===== src/rtl/store_buffer.sv =====
// store_buffer: in-order FIFO of pending stores draining to a shared memory port, with load-hazard detection
module store_buffer #(
  parameter int DEPTH = 4
) (
  input  logic                       clk,
  input  logic                       rst,
  input  logic                       st_valid,
  output logic                       st_ready,
  input  logic [31:0]                st_addr,
  input  logic [31:0]                st_data,
  input  logic [2:0]                 st_func3,
  output logic                       st_err,
  input  logic                       ld_valid,
  input  logic [31:0]                ld_addr,
  output logic                       ld_hazard,
  input  logic                       fence_req,
  output logic                       fence_done,
  output logic                       mem_write,
  output logic [31:0]                mem_addr,
  output logic [31:0]                mem_wdata,
  output logic [2:0]                 mem_func3,
  output logic [$clog2(DEPTH+1)-1:0] count
);
  localparam int PW = $clog2(DEPTH);
  localparam int CW = $clog2(DEPTH + 1);
  localparam logic [CW-1:0] FULL = CW'(DEPTH);
  logic [31:0]   addr_q  [DEPTH];
  logic [31:0]   data_q  [DEPTH];
  logic [2:0]    func3_q [DEPTH];
  logic [PW-1:0] head_q, head_d, tail_q, tail_d, off;
  logic [CW-1:0] count_q, count_d;
  logic          enq, deq, hit, unused_ld_lsb;
  assign unused_ld_lsb = ^ld_addr[1:0];
  assign st_err = st_valid && (st_func3 == 3'b001 ? st_addr[0] :
                               st_func3 == 3'b010 ? |st_addr[1:0] :
                               st_func3 != 3'b000);
  assign st_ready   = (count_q < FULL) && !fence_req && !rst;
  assign enq        = st_valid && st_ready && !st_err;
  assign ld_hazard  = ld_valid && hit;
  assign mem_write  = (count_q != '0) && (!ld_valid || ld_hazard) && !rst;
  assign deq        = mem_write;
  assign mem_addr   = addr_q[head_q];
  assign mem_wdata  = data_q[head_q];
  assign mem_func3  = func3_q[head_q];
  assign fence_done = count_q == '0;
  assign count      = count_q;
  // Only entries between head and head+count are live; compare word addresses.
  always_comb begin
    hit = 1'b0;
    off = '0;
    for (int i = 0; i < DEPTH; i++) begin
      off = PW'(i) - head_q;
      if (CW'(off) < count_q && addr_q[i][31:2] == ld_addr[31:2]) hit = 1'b1;
    end
  end
  always_comb begin
    head_d  = deq ? head_q + 1'b1 : head_q;
    tail_d  = enq ? tail_q + 1'b1 : tail_q;
    count_d = count_q + CW'(enq) - CW'(deq);
  end
  always_ff @(posedge clk) begin
    if (rst) begin
      head_q  <= '0;
      tail_q  <= '0;
      count_q <= '0;
    end else begin
      head_q  <= head_d;
      tail_q  <= tail_d;
      count_q <= count_d;
    end
  end
  always_ff @(posedge clk) begin
    if (enq) begin
      addr_q[tail_q]  <= st_addr;
      data_q[tail_q]  <= st_data;
      func3_q[tail_q] <= st_func3;
    end
  end
endmodule


===== config.mk =====
export PLATFORM = sky130hd
export DESIGN_NAME = store_buffer
export DESIGN_NICKNAME = d
export VERILOG_FILES = /design/src/rtl/store_buffer.sv
export SDC_FILE = /design/constraint.sdc
export NUM_CORES = 1
export LEC_CHECK = 0
export ABC_AREA = 0
export CAP_MARGIN = 20
export CORE_AREA = 2 2 168 137
export CTS_BUF_LIST = sky130_fd_sc_hd__clkbuf_16
export DETAILED_ROUTE_END_ITERATION = 16
export DIE_AREA = 0 0 170 139
export PLACE_DENSITY = 0.78
export SKIP_CTS_REPAIR_TIMING = 1
export SYNTH_ARGS = -nofsm -noshare
export SYNTH_HDL_FRONTEND = slang
export SYNTH_SLANG_ARGS = --single-unit

===== constraint.sdc =====
create_clock -name clk -period 3.7 [get_ports clk]
set_input_delay 0.37 -clock clk [delete_from_list [all_inputs] [get_ports clk]]
set_output_delay 0.37 -clock clk [all_outputs]
set_load 0.05 [all_outputs]

# [Word level (Yosys, flattened, before mapping)]
# Memories as Yosys holds them, arrays and structs flattened. A register that Yosys moved wholly into a read port is not among the register bits.
# Index checks and enable logic that the tools add are counted.
[totals] n_memories=3 output_inout_bits=75 ramBits=268 register_bits=7 rom_bits=0 latch_bits=0 word_cells=60
[op_classes] n_mul=0 order_cmp=5 n_addsub=8 n_eq_ne=6 shifts=0 div_mod_pow=0 n_reduce_logical=21 bitwise_logic=0 n_mux=14
[mem_list] memory="addr_q" words=4 word_bits=32 rd=5 rd_ports_with_merged_regs=1 wr=1 line="27" text="logic [31:0] addr_q [DEPTH];"
[mem_list] memory="data_q" words=4 word_bits=32 rd=1 rd_ports_with_merged_regs=1 wr=1 line="28" text="logic [31:0] data_q [DEPTH];"
[mem_list] memory="func3_q" words=4 word_bits=3 rd=1 rd_ports_with_merged_regs=1 wr=1 line="29" text="logic [2:0] func3_q [DEPTH];"
[ops] op="equality test 30 bit" n=4
[ops] op="logical AND 1 bit" n=12
[ops] op="less-than comparator 2 x 3 -> 1 bit" n=4
[ops] op="2-to-1 mux 2 bit" n=6
[ops] op="2-to-1 mux 1 bit" n=8
[ops] op="nonzero test 3 bit" n=2
[ops] op="adder 2 x 1 -> 2 bit (second input constant)" n=2
[ops] op="zero test 1 bit" n=4
[ops] op="subtractor 1 x 2 -> 2 bit (first input constant)" n=2
[ops] op="subtractor 2 bit (first input constant)" n=2
[ops] op="adder 3 x 1 -> 3 bit" n=1
[ops] op="equality test 3 x 1 -> 1 bit (second input constant)" n=1
[ops] op="equality test 3 x 2 -> 1 bit (second input constant)" n=1
[ops] op="zero test 3 bit" n=1
[ops] op="less-than comparator 3 bit (second input constant)" n=1
[ops] op="subtractor 3 x 1 -> 3 bit" n=1
[ops] op="OR reduction 2 bit" n=1
[ops] op="logical OR 1 bit" n=1

# [Logic depth before layout (Yosys ltp)]
# Gate-level depths: netlist of run 1.
[depth] ltp_word=13 ltp_mapped=16 depth_no_buf=15

# [Least setup slack after synthesis of run 1]
# Ideal clock, no wire load.
[synth_timing] path_type="register to register" startpoint="register count_q[1], in the netlist count[1]" endpoint="register count_q[2], in the netlist count[2]" path_buffers=0 synth_period_minus_slack_ns=4.395 stages_incl_launch_ff=15 slack_ns=-0.695 setup_ns=0.128 t_arrival_ns=4.268 path_cell_list="dfxtp_1 -> inv_1 -> ha_1 -> inv_1 -> o2111ai_1 -> a2111oi_0 -> nor4_1 -> a211oi_1 -> ha_1 -> inv_1 -> ha_1 -> inv_1 -> fa_1 -> xnor2_1 -> nor2_1"
[synth_via] elab_chain_len=11 word_cells_on_any_way=24 cone_classes="add/sub (2); order compare (5); mux (4); reduce/logical (13)"
[synth_rtl] item="from (decl)" line="31" text="logic [CW-1:0] count_q, count_d;"
[synth_rtl] item="from (signal assigned)" line="69" text="count_q <= count_d;"
[synth_rtl] item="less-than comparator 2 x 3 -> 1 bit" line="53" text="if (CW'(off) < count_q && addr_q[i][31:2] == ld_addr[31:2]) hit = 1'b1;"
[synth_rtl] item="logical AND 1 bit" line="53"
[synth_rtl] item="2-to-1 mux 1 bit (4 in series)" line="53"
[synth_rtl] item="logical AND 1 bit" line="39" text="assign ld_hazard = ld_valid && hit;"
[synth_rtl] item="logical OR 1 bit" line="40" text="assign mem_write = (count_q != '0) && (!ld_valid || ld_hazard) && !rst;"
[synth_rtl] item="logical AND 1 bit * (2 in series)" line="40"
[synth_rtl] item="named net mem_write" line="18" text="output logic mem_write,"
[synth_rtl] item="subtractor 3 x 1 -> 3 bit *" line="59" text="count_d = count_q + CW'(enq) - CW'(deq);"
# Mark *: on every way through the listed nets, which the timed path passes. The rest lies on a longest branch.
# A chain may end at the register's enable or synchronous reset.

==> impl_metrics.env, run 1 <==
export IMPL_routedWlPerCell_um=23.7
export IMPL_start_util=0.526
export IMPL_m1WireLength_um=11100
export IMPL_slew_viol_final=0
export IMPL_cts_tree="done"
export IMPL_post_dp_cell_area_um2=14100
export IMPL_cts_htree_levels=1
export IMPL_drc=0
export IMPL_grt_overflow_total=0
export IMPL_tightest_slew_ns=0.627
export IMPL_antenna_found_initial=3
export IMPL_clkSinkCount=277
export IMPL_drt_iter0_markers=594
export IMPL_routed_via_density=5.74
export IMPL_avgSynthCellArea_um2=19.6
export IMPL_die_w_um=170
export IMPL_fillers=1436
export IMPL_final_cells=1120
export IMPL_arrival_ns=3.01
export IMPL_wl_met2_um=12500
export IMPL_finalHoldViolCount=0
export IMPL_synth_cell_area_um2=11600
export IMPL_layout_nets=934
export IMPL_core_area_um2=22100
export IMPL_cts_buffers=27
export IMPL_period_share=0.913
export IMPL_path_class="flop to output port"
export IMPL_ir_drop_uv=580
export IMPL_status="completed"
export IMPL_hold_slack_ns=0.463
export IMPL_grt_max_degree=68
export IMPL_maxUsedRoutingLayer="met4"
export IMPL_place_ws_ns=-0.0513
export IMPL_regToRegStartpoint="addr_q[3][13]$_DFFE_PP_"
export IMPL_layout_setup_ws_ns=0.321
export IMPL_clk_path_buf_depth=3
export IMPL_fmax_mhz=296
export IMPL_drive_above_1_share=0.191
export IMPL_design_area_um2=14900
export IMPL_yosysUniqueCellTypes=33
export IMPL_ys_warn_count=0
export IMPL_tns_ns=0
export IMPL_ys_ff_latch=277
export IMPL_setup_viol=0
export IMPL_ant_nets=0
export IMPL_portBuffers=176
export IMPL_p_leak_nw=4.94
export IMPL_whs_path_depth=1
export IMPL_fp_dieArea_um2=23600
export IMPL_fin_crit_ns=3.38
export IMPL_hpwl_um=18500
export IMPL_drt_wl_total_um=26600
export IMPL_grt_total_usage=0.228
export IMPL_wl_met3_um=2350
export IMPL_gp_congestion=0.909
export IMPL_reg2reg_to="count[2]$_SDFF_PP0_"
export IMPL_grt_pass1_vias=6786
export IMPL_startpoint_type="flop"
export IMPL_drv_cap=0
export IMPL_cp_end_kind="output port"
export IMPL_hold_path_class="input pin to flop"
export IMPL_hp_start="st_addr[12]"
export IMPL_ioPinCount=179
export IMPL_cp_required_ns=3.33
export IMPL_crit_fanout=5
export IMPL_r2r_setup_slack_ns=0.32
export IMPL_grt_pass1_wl_um=40200
export IMPL_via_count=6425
export IMPL_insertion_delay_ns=0.54
export IMPL_ctsRootBufferMaster="clkbuf_16"
export IMPL_chipHeight_um=139
export IMPL_slew_headroom=0.581
export IMPL_clkSlewWorstSetupHoldPaths_ns=0.06
export IMPL_synth_nets=707
export IMPL_place_inst=1070
export IMPL_powerDensity_nw_per_um2=651
export IMPL_synth_seq_area_share=0.708
export IMPL_finalClockSkew_ns=0.00837
export IMPL_worstHoldEndpoint="addr_q[2][12]$_DFFE_PP_"
export IMPL_row_count=49
export IMPL_synth_cells=592
export IMPL_first_pass_iters=5
export IMPL_ff2ff_path_depth=14
export IMPL_synthToLayoutAreaGrowth_pct=28.3
export IMPL_rsz0062_at_grt="no"
report_power, final:
part / total, W / internal, W / switching [W] / leakage [nW]
Combinational: 0.00345 / 0.00138 / 0.00207 / 2.02
Clock: 0.00259 / 0.00147 / 0.00112 / 0.433
Sequential: 0.00367 / 0.00349 / 0.000174 / 2.49
Total: 0.00971 / 0.00634 / 0.00336 / 4.94
registers in the layout, indices dropped and copies added, names as in the netlist, named ones only:
name,flops
addr_q,128
data_q,128
func3_q,12
count,3
head_q,2
tail_q,2
cell type report:
cell class / instances / area, um2 / share of cell area
diodes: 2 / 5.00 / 0.000336
clock buffers: 27 / 676 / 0.0453
clock inverters: 21 / 160 / 0.0107
inverters: 15 / 56.3 / 0.00378
multi-input cells: 281 / 3270 / 0.219
flip-flops and latches: 277 / 8240 / 0.553
well taps: 280 / 350 / 0.0235
repair buffers: 217 / 2150 / 0.144
worst max-delay path, stage by stage, from the launching register on:
cell	delay [ns]
edfxtp_1	0.40
xor2_1	0.21
nor4_1	0.47
buf_4	0.19
nand4_1	0.12
a2111oi_2	0.37
nor4_1	0.14
buf_4	0.18
and2b_2	0.20
buf_4	0.19
metrics by stage:
step / power (W) / util
3_5_place_dp: 0.00719 / 0.637
6_report: 0.00971 / 0.675
3_3_place_gp: 0.00716 / 0.637
5_1_grt: 0.0100 / 0.675
2_1_floorplan: 0.00603 / -
4_1_cts: 0.00978 / 0.675
cell families (layout without fill, tap and decap cells):
kind of cell,Yosys count,count (layout),share of synthesized area
AOI/OAI and AO/OA,15,15,0.0113
xor gates and xnor gates,124,124,0.0935
adders and majority gates,11,11,0.0125
buffers and inverters,34,280,0.0124
DFF,277,277,0.708
muxes,68,68,0.131
other,0,2,0
and+or+nand+nor,63,63,0.0315
routing by layer:
metal / global-route usage / up-vias
li1: - / 2836
met5: 0 / -
met1: 0.319 / 3276
met3: 0.0619 / 35
met2: 0.363 / 278
met4: 0.0571 / 0
synth_stat cells:
cell type    n  area (um2)
o2111ai_1    4        35.0
edfxtp_1   268        8050
o21a_1       1        7.51
or4_1        2        15.0
nor4_1      27         169
a2111oi_2    2        30.0
nor2b_1      2        12.5
ha_1        10         125
a2111oi_0    2        17.5
a31oi_1      1        6.26
inv_1       15        56.3
dfxtp_1      9         180
a211oi_1     1        7.51
clkbuf_1    12        45.0
and3_1       1        6.26
xnor2_1     15         131
fa_1         1        20.0
and2b_2      1        8.76
clkbuf_8     1        13.8
nand3_1      7        35.0
nor2_1       5        18.8
xor2_1     109         955
a311oi_1     1        8.76
nor3_1       7        35.0
and2_1       4        25.0
mux4_2      67        1510
mux2i_1      1        10.0
buf_1        1        3.75
buf_2        5        25.0
o22a_1       1        8.76
nand4_1      6        37.5
a21oi_1      2        10.0
nand2_1      1        3.75
cell usage in the layout (no fill, tap or decap), types with 10 or more instances in the layout:
cell / count
xor2_1: 109
mux4_2: 67
nor4_1: 27
ha_1: 10
edfxtp_1: 268
inv_1: 20
xnor2_1: 15
clkdlybuf4s50_1: 174
clkbuf_16: 27
buf_4: 36
worst max-delay path by stage:
stage / start / end / slack [ns] / cells after the start
global route: addr_q[0][28]$_DFFE_PP_ / count[2]$_SDFF_PP0_ / 0.09 / 14
floorplan: count[2]$_SDFF_PP0_ / addr_q[0][0]$_DFFE_PP_ / 0.07 / 5
global placement: ld_addr[9] / count[2]$_SDFF_PP0_ / -0.07 / 15
CTS: addr_q[3][9]$_DFFE_PP_ / ld_hazard / 0.37 / 9
finish: addr_q[3][13]$_DFFE_PP_ / ld_hazard / 0.32 / 9
detailed placement: ld_addr[9] / count[2]$_SDFF_PP0_ / -0.05 / 15
No activity file was read; power rests on OpenSTA's default activity.
==> run 2, diff against run 1 <==
--- a/config.mk
+++ b/config.mk
@@ -8,9 +8,10 @@
 export ABC_AREA = 0
 export CAP_MARGIN = 20
-export CORE_AREA = 2 2 168 137
+export CORE_AREA = 2 2 176 143
 export CTS_BUF_LIST = sky130_fd_sc_hd__clkbuf_16
 export DETAILED_ROUTE_END_ITERATION = 16
-export DIE_AREA = 0 0 170 139
-export PLACE_DENSITY = 0.78
+export DIE_AREA = 0 0 178 145
+export PLACE_DENSITY = 0.75
+export SETUP_SLACK_MARGIN = 0.5
 export SKIP_CTS_REPAIR_TIMING = 1
 export SYNTH_ARGS = -nofsm -noshare
==> constraint.sdc (replaced) <==
create_clock -name clk -period 2.7 [get_ports clk]
set_input_delay 0.27 -clock clk [delete_from_list [all_inputs] [get_ports clk]]
set_output_delay 0.27 -clock clk [all_outputs]
set_load 0.005 [all_outputs]
==> run 2 against run 1 <==
Effect of this change:
- the run now ends with setup timing left
- cell area grew 6.6%
- register-to-register slack got worse by 0.91 ns
- sequential share of layout area down 3.4 points
- setup slack got worse by 0.91 ns
- first-iteration DRC count grew 17%
- worst hold slack got worse by 0.34 ns
- clock skew up 0.0057 ns
- routed wire length rose by 14%
- power grew 32%
- combinational power grew 21%
- sequential power up 34%
- critical path type is now flop to flop
- largest cell class unchanged
- highest routed layer unchanged
==> impl_metrics.env, run 2 (synthesis results as in run 1) <==
export IMPL_arrival_ns=3.71
export IMPL_clkSlewWorstSetupHoldPaths_ns=0.06
export IMPL_period_share=1.22
export IMPL_synthToLayoutAreaGrowth_pct=36.8
export IMPL_slew_headroom=0.701
export IMPL_tns_ns=-2.11
export IMPL_layout_common_cells="edfxtp_1, xor2_1, clkdlybuf4s50_1, mux4_2, buf_4"
export IMPL_crit_fanout=2
export IMPL_place_ws_ns=-0.920
export IMPL_layout_setup_ws_ns=-0.592
export IMPL_gp_congestion=0.881
export IMPL_clkSinkCount=277
export IMPL_finalClockSkew_ns=0.0141
export IMPL_regArea_um2=8240
export IMPL_path_cells="xor2_2, nor4_2, buf_4, nand3_2, a2111oi_4, nor4_2, buf_4, a211oi_4, ha_1, inv_1, ha_1, inv_1, fa_2, nor2_1"
export IMPL_drv_cap=0
export IMPL_grt_pass1_wl_um=42100
export IMPL_fillers=1588
export IMPL_antenna_found_initial=2
export IMPL_cts_buffers=28
export IMPL_fmax_mhz=304
export IMPL_reg_top3="addr_q: 128 flops, data_q: 128 flops, func3_q: 12 flops"
export IMPL_fp_dieArea_um2=25800
export IMPL_final_common_cell="edfxtp_1"
export IMPL_multiInputGateArea_um2=3440
export IMPL_finalHoldViolCount=0
export IMPL_row_count=51
export IMPL_p_sw_frac=0.265
export IMPL_clk_path_buf_depth=3
export IMPL_cp_slowest_cell="fa_2"
export IMPL_grt_total_usage=0.220
export IMPL_portBuffers=176
export IMPL_routedWlPerCell_um=25.0
export IMPL_p_seq_frac=0.383
export IMPL_cts_htree_levels=1
export IMPL_grt_overflow_total=0
export IMPL_p_int_w=0.00939
export IMPL_drc=0
export IMPL_layout_nets=992
export IMPL_start_util=0.483
export IMPL_chipHeight_um=145
export IMPL_comb_power_share=0.326
export IMPL_cp_end_kind="flop"
export IMPL_drt_iter0_markers=694
export IMPL_fin_crit_ns=3.29
export IMPL_path_class="flop to flop"
export IMPL_core_area_um2=24100
export IMPL_cp_slowest_stage_delay_ns=0.52
export IMPL_drt_wl_total_um=30400
export IMPL_hpwl_um=20000
export IMPL_ioPinCount=179
export IMPL_cts_tree="done"
export IMPL_violations="setup timing"
export IMPL_power_frac_clock=0.291
export IMPL_slew_viol_final=0
export IMPL_critPathTopFamily="adder cells"
export IMPL_die_w_um=178
export IMPL_ir_drop_uv=625
export IMPL_insertion_delay_ns=0.54
export IMPL_powerDensity_nw_per_um2=804
export IMPL_status="finished, violations left"
export IMPL_cp_required_ns=3.12
export IMPL_first_pass_iters=5
export IMPL_drive_above_1_share=0.318
export IMPL_routed_via_density=5.65
export IMPL_cp_num_buf_inv=4
export IMPL_hold_path_class="input pin to flop"
export IMPL_tightest_slew_ns=0.444
export IMPL_via_count=6873
export IMPL_startpoint_type="flop"
export IMPL_grt_max_degree=46
export IMPL_netSwitchingPower_w=0.00338
export IMPL_rsz0062_at_grt="yes"
export IMPL_ctsRootBufferMaster="clkbuf_16"
export IMPL_ant_nets=0
export IMPL_p_leak_nw=5.64
export IMPL_grt_pass1_vias=7035
export IMPL_setup_viol=5
run 2: through the flow:
step	hold WS [ns]	power, W	cells	util	instance area (um2)
floorplan	0.369	0.00656	592	-	11700
detailed placement	0.586	0.00837	1131	0.599	14400
finish	0.121	0.0128	1217	0.661	15900
global route	0.114	0.0132	1216	0.660	15900
global placement	0.538	0.00835	1131	0.599	14400
CTS	0.342	0.0121	1182	0.635	15300
run 2: final cells by class:
cell class	instances	share of cell area
sequential	277	0.518
multi-input combinational	281	0.217
timing repair buffer	274	0.181
clock buffer	28	0.0441
tap	318	0.0250
clock inverter	23	0.0116
inverter	15	0.00354
antenna	1	0.000157
run 2: path summary, 6_finish.rpt:
path / start / to / slack (ns) / cells past startpoint
max: addr_q[0][23]$_DFFE_PP_ / count[1]$_SDFF_PP0_ / -0.59 / 14
min: st_func3[1] / func3_q[1][1]$_DFFE_PP_ / 0.12 / 2
min reg2reg: tail_q[1]$_SDFFE_PP0P_ / tail_q[1]$_SDFFE_PP0P_ / 0.60 / 2
max reg2reg: addr_q[0][23]$_DFFE_PP_ / count[1]$_SDFF_PP0_ / -0.59 / 14
run 2: power groups by stage:
stage | sequential, W | combinational [W] | clock, W
floorplan | 0.00491 | 0.00165 | 0
global placement | 0.00497 | 0.00337 | 0
detailed placement | 0.00498 | 0.00340 | 0
CTS | 0.00489 | 0.00344 | 0.00376
global route | 0.00490 | 0.00440 | 0.00393
finish | 0.00490 | 0.00416 | 0.00371
run 2: routing by layer:
metal	up-vias	track usage	wire [um]
met4	0	0.0627	894
li1	2953	-	-
met5	-	0	0
met3	63	0.0508	2840
met2	339	0.341	14100
met1	3518	0.313	12500
==> run 3, diff against run 2 <==
CORE_AREA = 2 2 174 142   (was 2 2 176 143)
CTS_BUF_LIST = sky130_fd_sc_hd__clkbuf_4   (was sky130_fd_sc_hd__clkbuf_16)
DIE_AREA = 0 0 176 144   (was 0 0 178 145)
GPL_TIMING_DRIVEN = 0   (was not set)
PLACE_DENSITY = 0.76   (was 0.75)
==> run 3 against run 2 <==
Effect of this change:
- clock skew up 0.0068 ns
- die area down 1.8%
- clock power down 4%
- flip-flop and latch count unchanged
- sequential power down 1%
- cell count up 4.1%
- largest cell class unchanged
- the run still ends with setup timing left
==> impl_metrics.env, run 3 (synthesis results as in run 1) <==
export IMPL_insertion_delay_ns=0.66
export IMPL_p_seq_frac=0.389
export IMPL_antenna_found_initial=4
export IMPL_chipHeight_um=144
export IMPL_p_sw_frac=0.273
export IMPL_finish_utilization=0.657
export IMPL_fin_crit_ns=3.40
export IMPL_grt_total_usage=0.219
export IMPL_routed_via_density=5.54
export IMPL_arrival_ns=3.93
export IMPL_cp_slowest_stage_delay_ns=0.52
export IMPL_finalHoldViolCount=0
export IMPL_cts_tree="done"
export IMPL_path_class="flop to flop"
export IMPL_cts_buffers=70
export IMPL_ant_nets=0
export IMPL_hold_slack_ns=0.225
export IMPL_design_area_um2=15600
export IMPL_cp_num_buf_inv=3
export IMPL_grt_max_degree=68
export IMPL_ir_drop_uv=486
export IMPL_setup_viol=6
export IMPL_portBuffers=176
export IMPL_slew_headroom=0.400
export IMPL_synthToLayoutAreaGrowth_pct=34.5
export IMPL_p_int_w=0.00903
export IMPL_fp_dieArea_um2=25300
export IMPL_drt_iter0_markers=602
export IMPL_fmax_mhz=294
export IMPL_crit_fanout=4
export IMPL_cp_end_kind="flop"
export IMPL_via_count=7017
export IMPL_clkSinkCount=277
export IMPL_first_pass_iters=5
export IMPL_drv_cap=0
export IMPL_powerDensity_nw_per_um2=795
export IMPL_start_util=0.488
export IMPL_drive_above_1_share=0.341
export IMPL_status="finished, violations left"
export IMPL_startpoint_type="flop"
export IMPL_comb_power_share=0.323
export IMPL_p_leak_nw=5.67
export IMPL_rsz0062_at_grt="yes"
export IMPL_routedWlPerCell_um=24.4
export IMPL_slew_viol_final=0
export IMPL_post_dp_cell_area_um2=13800
export IMPL_grt_pass1_vias=7073
export IMPL_grt_overflow_total=0
export IMPL_reg_top3="addr_q: 128 flops, data_q: 128 flops, func3_q: 12 flops"
export IMPL_netSwitchingPower_w=0.00339
export IMPL_layout_common_cells="edfxtp_1, clkbuf_4, xor2_1, clkdlybuf4s50_1, mux4_2"
export IMPL_critPathTopFamily="simple AND/OR/NAND/NOR gates"
export IMPL_tightest_slew_ns=0.893
export IMPL_row_count=51
export IMPL_cts_htree_levels=3
export IMPL_clk_path_buf_depth=3
export IMPL_layout_setup_ws_ns=-0.703
export IMPL_drt_wl_total_um=31000
export IMPL_cp_required_ns=3.22
export IMPL_final_common_cell="edfxtp_1"
export IMPL_ioPinCount=179
export IMPL_drc=0
export IMPL_die_w_um=176
export IMPL_period_share=1.26
export IMPL_hold_path_class="input pin to flop"
export IMPL_ctsRootBufferMaster="clkbuf_4"
export IMPL_cp_slowest_cell="fa_2"
export IMPL_finalClockSkew_ns=0.0209
export IMPL_grt_pass1_wl_um=40600
export IMPL_layout_nets=1012
export IMPL_gp_congestion=0.909
export IMPL_hpwl_um=17800
export IMPL_violations="setup timing"
export IMPL_power_frac_clock=0.288
export IMPL_clkSlewWorstSetupHoldPaths_ns=0.08
export IMPL_path_cells="xor2_1, nor4_2, nand4_1, a2111oi_4, nor4_4, a211oi_2, buf_4, ha_4, inv_2, ha_4, inv_2, fa_2, nor2_1"
export IMPL_core_area_um2=23800
run 3: cell count changes in the layout (fill, tap and decap cells not counted), moves of 5 or more:
cell / before / now
clkbuf_4: 0 / 112
clkbuf_16: 35 / 3
buf_4: 53 / 32
buf_6: 31 / 12
dlymetal6s2s_1: 22 / 40
and2_4: 4 / 13
inv_1: 22 / 13
buf_12: 16 / 8
clkinv_2: 5 / 0
run 3: area by class of cell:
class,instances,area [um2]
Inverter,15,56.3
Multi-Input combinational cell,291,3570
Antenna cell,1,2.50
Tap cell,318,398
Clock buffer,108,811
Sequential cell,277,8230
Timing Repair Buffer,223,2220
Clock inverter,15,105
Buffer,19,236
Fill cell,1652,8170
run 3: path summary, 6_finish.rpt:
check                         startpoint  slack (ns)  cells past startpoint                 endpoint
setup / recovery  addr_q[2][5]$_DFFE_PP_       -0.70                     13      count[1]$_SDFF_PP0_
hold / removal               st_data[11]        0.23                      1  data_q[2][11]$_DFFE_PP_
setup reg to reg  addr_q[2][5]$_DFFE_PP_       -0.70                     13      count[1]$_SDFF_PP0_
hold reg to reg   tail_q[1]$_SDFFE_PP0P_        0.59                      2   tail_q[1]$_SDFFE_PP0P_
run 3: power groups by stage:
stage | Clock [W] | Sequential, W | Combinational (W)
floorplan | 0 | 0.00491 | 0.00165
global placement | 0 | 0.00491 | 0.00329
detailed placement | 0 | 0.00491 | 0.00331
CTS | 0.00367 | 0.00482 | 0.00335
global route | 0.00387 | 0.00483 | 0.00424
finish | 0.00357 | 0.00483 | 0.00402
run 3: metrics by stage:
| step | setup TNS (ns) | cells | setup slack (ns) | total power (W) |
|---|---|---|---|---|
| 2_1_floorplan | -0.0833 | 592 | -0.0641 | 0.00656 |
| 3_3_place_gp | -127.86 | 1086 | -1.07 | 0.00820 |
| 3_5_place_dp | -132.92 | 1086 | -1.13 | 0.00822 |
| 4_1_cts | -50.08 | 1209 | -1.02 | 0.0118 |
| 5_1_grt | -3.39 | 1266 | -0.817 | 0.0129 |
| 6_report | -2.72 | 1267 | -0.703 | 0.0124 |
run 3: per-layer routing:
layer,GRT usage,wire length [um]
met5,0,57
met2,0.349,14600
met3,0.0723,3150
met1,0.283,12300
met4,0.0839,856
